$ cat config.mk
export PLATFORM = sky130hd
export DESIGN_NAME = mem_access_ctrl_flat
export DESIGN_NICKNAME = d
export VERILOG_FILES = /design/src/rtl/mem_access_ctrl_if.sv /design/src/rtl/mem_access_ctrl.sv /design/src/flat_wrapper.sv
export SDC_FILE = /design/constraint.sdc
export NUM_CORES = 1
export LEC_CHECK = 0
export ABC_AREA = 1
export CORE_MARGIN = 4
export CORE_UTILIZATION = 48
export DETAILED_ROUTE_END_ITERATION = 8
export GPL_ROUTABILITY_DRIVEN = 0
export PLACE_DENSITY = 0.84
export SYNTH_ARGS = -nofsm -noshare
export SYNTH_HDL_FRONTEND = slang
export SYNTH_SLANG_ARGS = --single-unit
$ cat constraint.sdc
create_clock -name clock -period 2.1 [get_ports clock]
set_input_delay 0.525 -clock clock [delete_from_list [all_inputs] [get_ports clock]]
set_output_delay 0.525 -clock clock [all_outputs]
set_load 0.05 [all_outputs]
$ cat src/rtl/mem_access_ctrl_if.sv
// mem_access_ctrl_if: load/store request, response and data-RAM bus bundle.
// master = requester/RAM side, slave = controller side.
interface mem_access_ctrl_if #(parameter int SIZE = 32, parameter int AW = 10);
    logic            req_valid, req_ready, req_we, req_unsigned;
    logic [1:0]      req_size;
    logic [31:0]     req_addr, req_wdata;
    logic            rsp_valid, rsp_err;
    logic [31:0]     rsp_rdata;
    logic [SIZE-1:0] ram_data, ram_salida;
    logic            ram_wren, ram_wread;
    logic [AW-1:0]   ram_address;
    modport master (
        output req_valid, req_we, req_size, req_unsigned, req_addr, req_wdata, ram_salida,
        input  req_ready, rsp_valid, rsp_err, rsp_rdata, ram_data, ram_wren, ram_wread, ram_address
    );
    modport slave (
        input  req_valid, req_we, req_size, req_unsigned, req_addr, req_wdata, ram_salida,
        output req_ready, rsp_valid, rsp_err, rsp_rdata, ram_data, ram_wren, ram_wread, ram_address
    );
endinterface

$ cat src/rtl/mem_access_ctrl.sv
// mem_access_ctrl: byte/halfword/word load-store controller for a word-wide RAM
// without byte enables; sub-word stores are read-modify-write.
module mem_access_ctrl #(
    parameter int MEM_DEPTH = 1024,
    parameter int SIZE      = 32,
    parameter int AW        = $clog2(MEM_DEPTH - 1)
) (
    input logic clock,
    input logic reset_n,
    mem_access_ctrl_if.slave bus
);
    typedef enum logic [2:0] {IDLE, READ, WRITE, RESP, ERR} state_t;
    state_t          state_q, state_d;
    logic            we_q, we_d, uns_q, uns_d;
    logic [1:0]      size_q, size_d, off_q, off_d;
    logic [AW-1:0]   idx_q, idx_d;
    logic [SIZE-1:0] word_q, word_d;
    logic            accept, bad;
    logic [4:0]      sh;
    logic [SIZE-1:0] lane, mask, ext, merged;

    assign bus.req_ready   = state_q == IDLE && reset_n;
    assign accept          = bus.req_valid && bus.req_ready;
    assign bus.ram_wread   = state_q == READ;
    assign bus.ram_wren    = state_q == WRITE;
    assign bus.ram_address = (state_q == READ || state_q == WRITE) ? idx_q : '0;
    assign bus.ram_data    = state_q == WRITE ? word_q : '0;
    assign bus.rsp_valid   = state_q == RESP || state_q == ERR;
    assign bus.rsp_err     = state_q == ERR;
    assign bus.rsp_rdata   = (state_q == RESP && !we_q) ? word_q : '0;

    always_comb begin
        bad = bus.req_size == 2'b11
            || (bus.req_size == 2'b01 && bus.req_addr[0])
            || (bus.req_size == 2'b10 && bus.req_addr[1:0] != 2'b00)
            || bus.req_addr[31:AW+2] != '0
            || 32'(bus.req_addr[AW+1:2]) >= 32'(MEM_DEPTH);
        sh     = {off_q, 3'b000};
        lane   = bus.ram_salida >> sh;
        mask   = (size_q == 2'b00 ? 32'hFF : 32'hFFFF) << sh;
        // word_q still holds the right-aligned store data while in READ
        merged = (bus.ram_salida & ~mask) | ((word_q << sh) & mask);
        ext    = size_q == 2'b00 ? {{24{lane[7] & ~uns_q}}, lane[7:0]}
               : size_q == 2'b01 ? {{16{lane[15] & ~uns_q}}, lane[15:0]}
               : bus.ram_salida;
    end

    always_comb begin
        state_d = state_q;
        we_d    = we_q;
        uns_d   = uns_q;
        size_d  = size_q;
        off_d   = off_q;
        idx_d   = idx_q;
        word_d  = word_q;
        unique case (state_q)
            IDLE: if (accept) begin
                we_d    = bus.req_we;
                uns_d   = bus.req_unsigned;
                size_d  = bus.req_size;
                off_d   = bus.req_addr[1:0];
                idx_d   = bus.req_addr[AW+1:2];
                word_d  = bus.req_wdata;
                state_d = bad ? ERR : (bus.req_we && bus.req_size == 2'b10) ? WRITE : READ;
            end
            READ: begin
                word_d  = we_q ? merged : ext;
                state_d = we_q ? WRITE : RESP;
            end
            WRITE:   state_d = RESP;
            default: state_d = IDLE;
        endcase
    end

    always_ff @(posedge clock or negedge reset_n) begin
        if (!reset_n) begin
            state_q <= IDLE;
            we_q    <= 1'b0;
            uns_q   <= 1'b0;
            size_q  <= 2'b00;
            off_q   <= 2'b00;
            idx_q   <= '0;
            word_q  <= '0;
        end else begin
            state_q <= state_d;
            we_q    <= we_d;
            uns_q   <= uns_d;
            size_q  <= size_d;
            off_q   <= off_d;
            idx_q   <= idx_d;
            word_q  <= word_d;
        end
    end
endmodule

$ cat src/flat_wrapper.sv
// flat-port wrapper written by rule: the top's interface ports become plain ports
module mem_access_ctrl_flat 
#(
    parameter int MEM_DEPTH = 1024,
    parameter int SIZE      = 32,
    parameter int AW        = $clog2(MEM_DEPTH - 1)
)
  (clock, reset_n, bus_req_valid, bus_req_we, bus_req_size, bus_req_unsigned, bus_req_addr, bus_req_wdata, bus_ram_salida, bus_req_ready, bus_rsp_valid, bus_rsp_err, bus_rsp_rdata, bus_ram_data, bus_ram_wren, bus_ram_wread, bus_ram_address);
  mem_access_ctrl_if #(.SIZE(SIZE), .AW(AW)) bus_i ();
  input logic clock;
  input logic reset_n;
  input wire logic [$bits(bus_i.req_valid)-1:0] bus_req_valid;
  input wire logic [$bits(bus_i.req_we)-1:0] bus_req_we;
  input wire logic [$bits(bus_i.req_size)-1:0] bus_req_size;
  input wire logic [$bits(bus_i.req_unsigned)-1:0] bus_req_unsigned;
  input wire logic [$bits(bus_i.req_addr)-1:0] bus_req_addr;
  input wire logic [$bits(bus_i.req_wdata)-1:0] bus_req_wdata;
  input wire logic [$bits(bus_i.ram_salida)-1:0] bus_ram_salida;
  output wire logic [$bits(bus_i.req_ready)-1:0] bus_req_ready;
  output wire logic [$bits(bus_i.rsp_valid)-1:0] bus_rsp_valid;
  output wire logic [$bits(bus_i.rsp_err)-1:0] bus_rsp_err;
  output wire logic [$bits(bus_i.rsp_rdata)-1:0] bus_rsp_rdata;
  output wire logic [$bits(bus_i.ram_data)-1:0] bus_ram_data;
  output wire logic [$bits(bus_i.ram_wren)-1:0] bus_ram_wren;
  output wire logic [$bits(bus_i.ram_wread)-1:0] bus_ram_wread;
  output wire logic [$bits(bus_i.ram_address)-1:0] bus_ram_address;
  assign bus_i.req_valid = bus_req_valid;
  assign bus_i.req_we = bus_req_we;
  assign bus_i.req_size = bus_req_size;
  assign bus_i.req_unsigned = bus_req_unsigned;
  assign bus_i.req_addr = bus_req_addr;
  assign bus_i.req_wdata = bus_req_wdata;
  assign bus_i.ram_salida = bus_ram_salida;
  assign bus_req_ready = bus_i.req_ready;
  assign bus_rsp_valid = bus_i.rsp_valid;
  assign bus_rsp_err = bus_i.rsp_err;
  assign bus_rsp_rdata = bus_i.rsp_rdata;
  assign bus_ram_data = bus_i.ram_data;
  assign bus_ram_wren = bus_i.ram_wren;
  assign bus_ram_wread = bus_i.ram_wread;
  assign bus_ram_address = bus_i.ram_address;
  mem_access_ctrl #(.MEM_DEPTH(MEM_DEPTH), .SIZE(SIZE), .AW(AW)) u_core (.clock(clock), .reset_n(reset_n), .bus(bus_i));
endmodule
==> tab_implementation.tex <==
\begin{tabular}{lr}
\hline
Metric & Value \\
\hline
\multicolumn{2}{l}{\textbf{Run status}} \\
\quad Status & finished, violations left \\
\quad Failing checks & DRC, setup timing \\
\multicolumn{2}{l}{\textbf{Drt}} \\
\quad Via-per-instance ratio & 5.69 \\
\quad Vias & 6328 \\
\quad Routed Antenna Nets & 0 \\
\quad \# DRC & 40 \\
\quad Length of the first detailed-routing pass in iterations & 9 \\
\quad DRC marker count from the first detailed-route iteration & 868 \\
\quad Post-DR wirelength/cell & 18.6 um \\
\quad Total Routed Length & 20700 um \\
\multicolumn{2}{l}{\textbf{Worst setup path}} \\
\quad Crit path capture type & primary output \\
\quad Reg2reg setup slack & 110 ps \\
\quad Critical Path Fanout Max & 16 \\
\quad Cell type of the slowest stage on the worst timing path & dfrtp\_2 \\
\quad Critical Path, Cell by Cell & nor3\_4 > inv\_4 > buf\_16 > nor2\_2 > buf\_6 \\
\quad Critical path start-end classification & register to primary output \\
\quad Start of the worst register-to-register path & u\_core.off\_q[1] \\
\quad Worst Reg-to-Reg Cells & 7 \\
\quad Element type at the critical path start & register \\
\quad Longest individual stage delay on the worst path & 480 ps \\
\quad Arrival @ worst endpoint & 1730 ps \\
\quad Worst EP required & 1570 ps \\
\multicolumn{2}{l}{\textbf{Global route}} \\
\quad Met2 track utilization from global routing & 0.595 \\
\quad Total grt overflow & 0 \\
\quad Met3 layer usage reported by global route & 0.0808 \\
\quad Wire length of the first global-routing pass & 30500 um \\
\quad Total routing usage reported by global routing & 0.336 \\
\quad Most used routing layer in global routing & met2 \\
\quad Antenna violations before repair & 1 \\
\quad Vias in the first global route & 6191 \\
\quad Met1 track utilization from global routing & 0.386 \\
\quad Largest net degree at the start of global routing & 40 \\
\multicolumn{2}{l}{\textbf{Yosys}} \\
\quad Cell type contributing the most total cell area after synthesis & dfrtp\_1 \\
\quad Synthesized area per cell & 5.72 um2 \\
\quad Portion of synthesized cell area occupied by the leading cell type & 0.277 \\
\quad Syn Inst Count & 804 \\
\quad Number of library cell types mapped by synthesis & 29 \\
\quad Largest cells by area after synthesis & dfrtp\_1, nand2\_1, nor2\_1, o21ai\_0, inv\_1 \\
\quad Sequential area share after synthesis & 0.277 \\
\quad Post-Synthesis Cell Area & 4600 um2 \\
\quad Synthesized Nets & between 900 and 1000 \\
\quad Flops \& latches, synth & 51 \\
\quad Yosys Warn Count & 0 \\
\multicolumn{2}{l}{\textbf{Clock network}} \\
\quad Root cell of the clock tree & clkbuf\_8 \\
\quad Clk Latency, worst-skew pair & around 320 ps \\
\quad CTS tree & yes \\
\quad CTS HTree Levels & 2 \\
\quad Number of buffers created by CTS & 5 \\
\quad Clock Pin Slew Worst Setup and Hold Paths & 100 ps \\
\quad Max clock buf depth & 2 \\
\quad Sinks on Clock Net & 51 \\
\quad Hold buffer count at CTS & 0 \\
\multicolumn{2}{l}{\textbf{Die}} \\
\quad Die extent in y & 106 um \\
\quad Total I/O pin count & 182 \\
\quad Initial cell density of the core & 0.495 \\
\quad Area inside the core boundary & around 9300 um2 \\
\quad Row Count & 35 \\
\quad DIE AREA & around 11000 um2 \\
\quad Die X & $\sim$110 um \\
\multicolumn{2}{l}{\textbf{Timing}} \\
\quad Worst Max-Slew Pin Slew & 688 ps \\
\quad RSZ-0062 raised after global routing & yes \\
\quad Hold Worst Slack & $\sim$270 ps \\
\quad Clock Skew & 6.54 ps \\
\quad Endpoints failing hold & 0 \\
\quad Maximum clock frequency & roughly 440 MHz \\
\quad Min Tclk post-route & roughly 2300 ps \\
\quad Final critical-path share of the clock period & 1.07 \\
\quad Setup-failing EPs final & 45 \\
\quad Final number of max-transition violations & 0 \\
\quad Normalized max-slew margin & 0.540 \\
\quad Post-route setup slack & -156 ps \\
\multicolumn{2}{l}{\textbf{Flow run}} \\
\quad Reported max-cap violation count & 0 \\
\multicolumn{2}{l}{\textbf{Placement}} \\
\quad Detailed placement HPWL & 13800 um \\
\quad Worst setup slack after placement & around 13 ps \\
\quad \# port buffers & approximately 180 \\
\quad Placed Instances & 1094 \\
\multicolumn{2}{l}{\textbf{Cells and area}} \\
\quad \# diodes & 0 \\
\quad Non-filler instance count after layout & $\sim$1100 \\
\quad Share of layout cells above drive strength 1 & 0.237 \\
\quad Nets & 1086 \\
\quad Synth-to-Final Area Change & 73.4\% \\
\quad Layout filler cell count & around 550 \\
\multicolumn{2}{l}{\textbf{Pwr}} \\
\quad Maximum ir drop on the vdd rail & 0.468 mV \\
\quad Reported leakage power & 3.64 nW \\
\quad Power density cells & 474 nW/um2 \\
\multicolumn{2}{l}{\textbf{Worst hold path}} \\
\quad Class of the worst hold path & primary input to async pin \\
\hline
\end{tabular}
==> layer usage <==
layer / routed length (um) / share of wire
met5: 13 / 0.00063
met4: 972 / 0.047
met3: 2530 / 0.12
met2: 10300 / 0.50
met1: 6860 / 0.33
==> Yosys cell counts <==
cell type,count
nand3_2,4
nand2_4,1
nand2_1,233
nor2_8,2
clkbuf_2,1
buf_6,8
nor2_2,3
o21ai_1,5
clkbuf_1,12
nor2_4,3
nand3_1,33
nor2_1,193
inv_2,6
inv_4,1
a21oi_1,36
inv_1,85
o21ai_0,66
nor3_1,1
o21a_1,13
buf_4,4
a21oi_2,1
nand2_2,4
inv_8,1
nand4_2,1
nand4_1,2
dfrtp_1,51
o22ai_1,17
buf_1,2
buf_2,15
==> cells in the final DEF, fill, tap and decap left out <==
| cell | synthesis | routed |
|---|---|---|
| nand2_4 | 1 | 2 |
| clkinvlp_4 | 0 | 1 |
| inv_2 | 6 | 7 |
| nand3_1 | 33 | 33 |
| buf_4 | 4 | 20 |
| nand2_2 | 4 | 5 |
| buf_12 | 0 | 43 |
| nor3_4 | 0 | 1 |
| bufinv_16 | 0 | 2 |
| inv_4 | 1 | 2 |
| dfrtp_2 | 0 | 2 |
| nor2_1 | 193 | 117 |
| o21ai_0 | 66 | 65 |
| a21oi_1 | 36 | 36 |
| clkbuf_16 | 0 | 3 |
| nand3_2 | 4 | 3 |
| nor2_4 | 3 | 77 |
| nand2_1 | 233 | 231 |
| nand3_4 | 0 | 1 |
| o21ai_1 | 5 | 5 |
| o21ai_2 | 0 | 1 |
| clkbuf_8 | 0 | 5 |
| clkdlybuf4s50_1 | 0 | 101 |
| o21a_1 | 13 | 13 |
| buf_6 | 8 | 25 |
| o22ai_1 | 17 | 17 |
| nand4_1 | 2 | 2 |
| nand4_2 | 1 | 1 |
| nor2_8 | 2 | 2 |
| a21oi_2 | 1 | 1 |
| buf_8 | 0 | 19 |
| dfrtp_1 | 51 | 49 |
| buf_16 | 0 | 2 |
| buf_2 | 15 | 1 |
| nor2_2 | 3 | 5 |
| inv_1 | 85 | 82 |
| inv_8 | 1 | 2 |
==> cell families after synthesis <==
| kind of cell | count (synthesis) | share of synthesized area |
|---|---|---|
| flops | 51 | 0.277 |
| simple gates | 480 | 0.427 |
| buf+inv | 135 | 0.133 |
| compound gates | 138 | 0.163 |
==> repair_timing <==
item / in CTS / in global routing
setup endpoints to repair: 74 / 89
resized for setup: 76 / 52
setup buffers: 3 / 3
pin swaps: 1 / 6
gates cloned: 1 / 4
==> worst max-delay path by stage <==
| stage | from | endpoint | slack, ps | depth (start not counted) |
|---|---|---|---|---|
| floorplan | u_core.state_q[1] | bus_ram_data[11] | -180 | 4 |
| global route | u_core.state_q[0] | bus_ram_data[11] | -200 | 5 |
| finish | u_core.state_q[0] | bus_ram_data[11] | -160 | 5 |
| detailed placement | bus_ram_salida[31] | register | 10 | 10 |
| CTS | u_core.state_q[2] | bus_ram_data[13] | -50 | 5 |
| global placement | bus_req_valid | u_core.word_q[15] | 40 | 6 |
==> metrics by stage <==
step / TNS [ps] / power (mW) / util / cell area, um2
2_1_floorplan: -5630 / 2.23 / - / 4990
3_3_place_gp: 0 / 2.74 / 0.774 / 7180
3_5_place_dp: 0 / 2.78 / 0.774 / 7180
4_1_cts: -668 / 3.66 / 0.824 / 7650
5_1_grt: -7600 / 3.95 / 0.859 / 7970
6_report: -5120 / 3.78 / 0.859 / 7970
==> critical path: cells and delay by family (launching register included) <==
family                 cells  cell delay (ps)
buffers and inverters      3              500
flip-flops                 1              480
AND/OR/NAND/NOR            2              400
==> layout make-up <==
type,instances,area (um2),area share
multi-input combinational,618,3300,0.414
timing repair buffer,214,2720,0.342
sequential,51,1280,0.160
inverter,93,369,0.0463
tap,129,161,0.0202
clock buffer,5,68.8,0.00863
clock inverter,3,67.6,0.00847
==> where the power goes <==
part	internal (mW)	leakage, nW	switching, mW
Clock	0.476	0.0644	0.402
Combinational	0.582	2.98	1.07
Sequential	1.12	0.596	0.126
(Power assumes the default switching activity.)
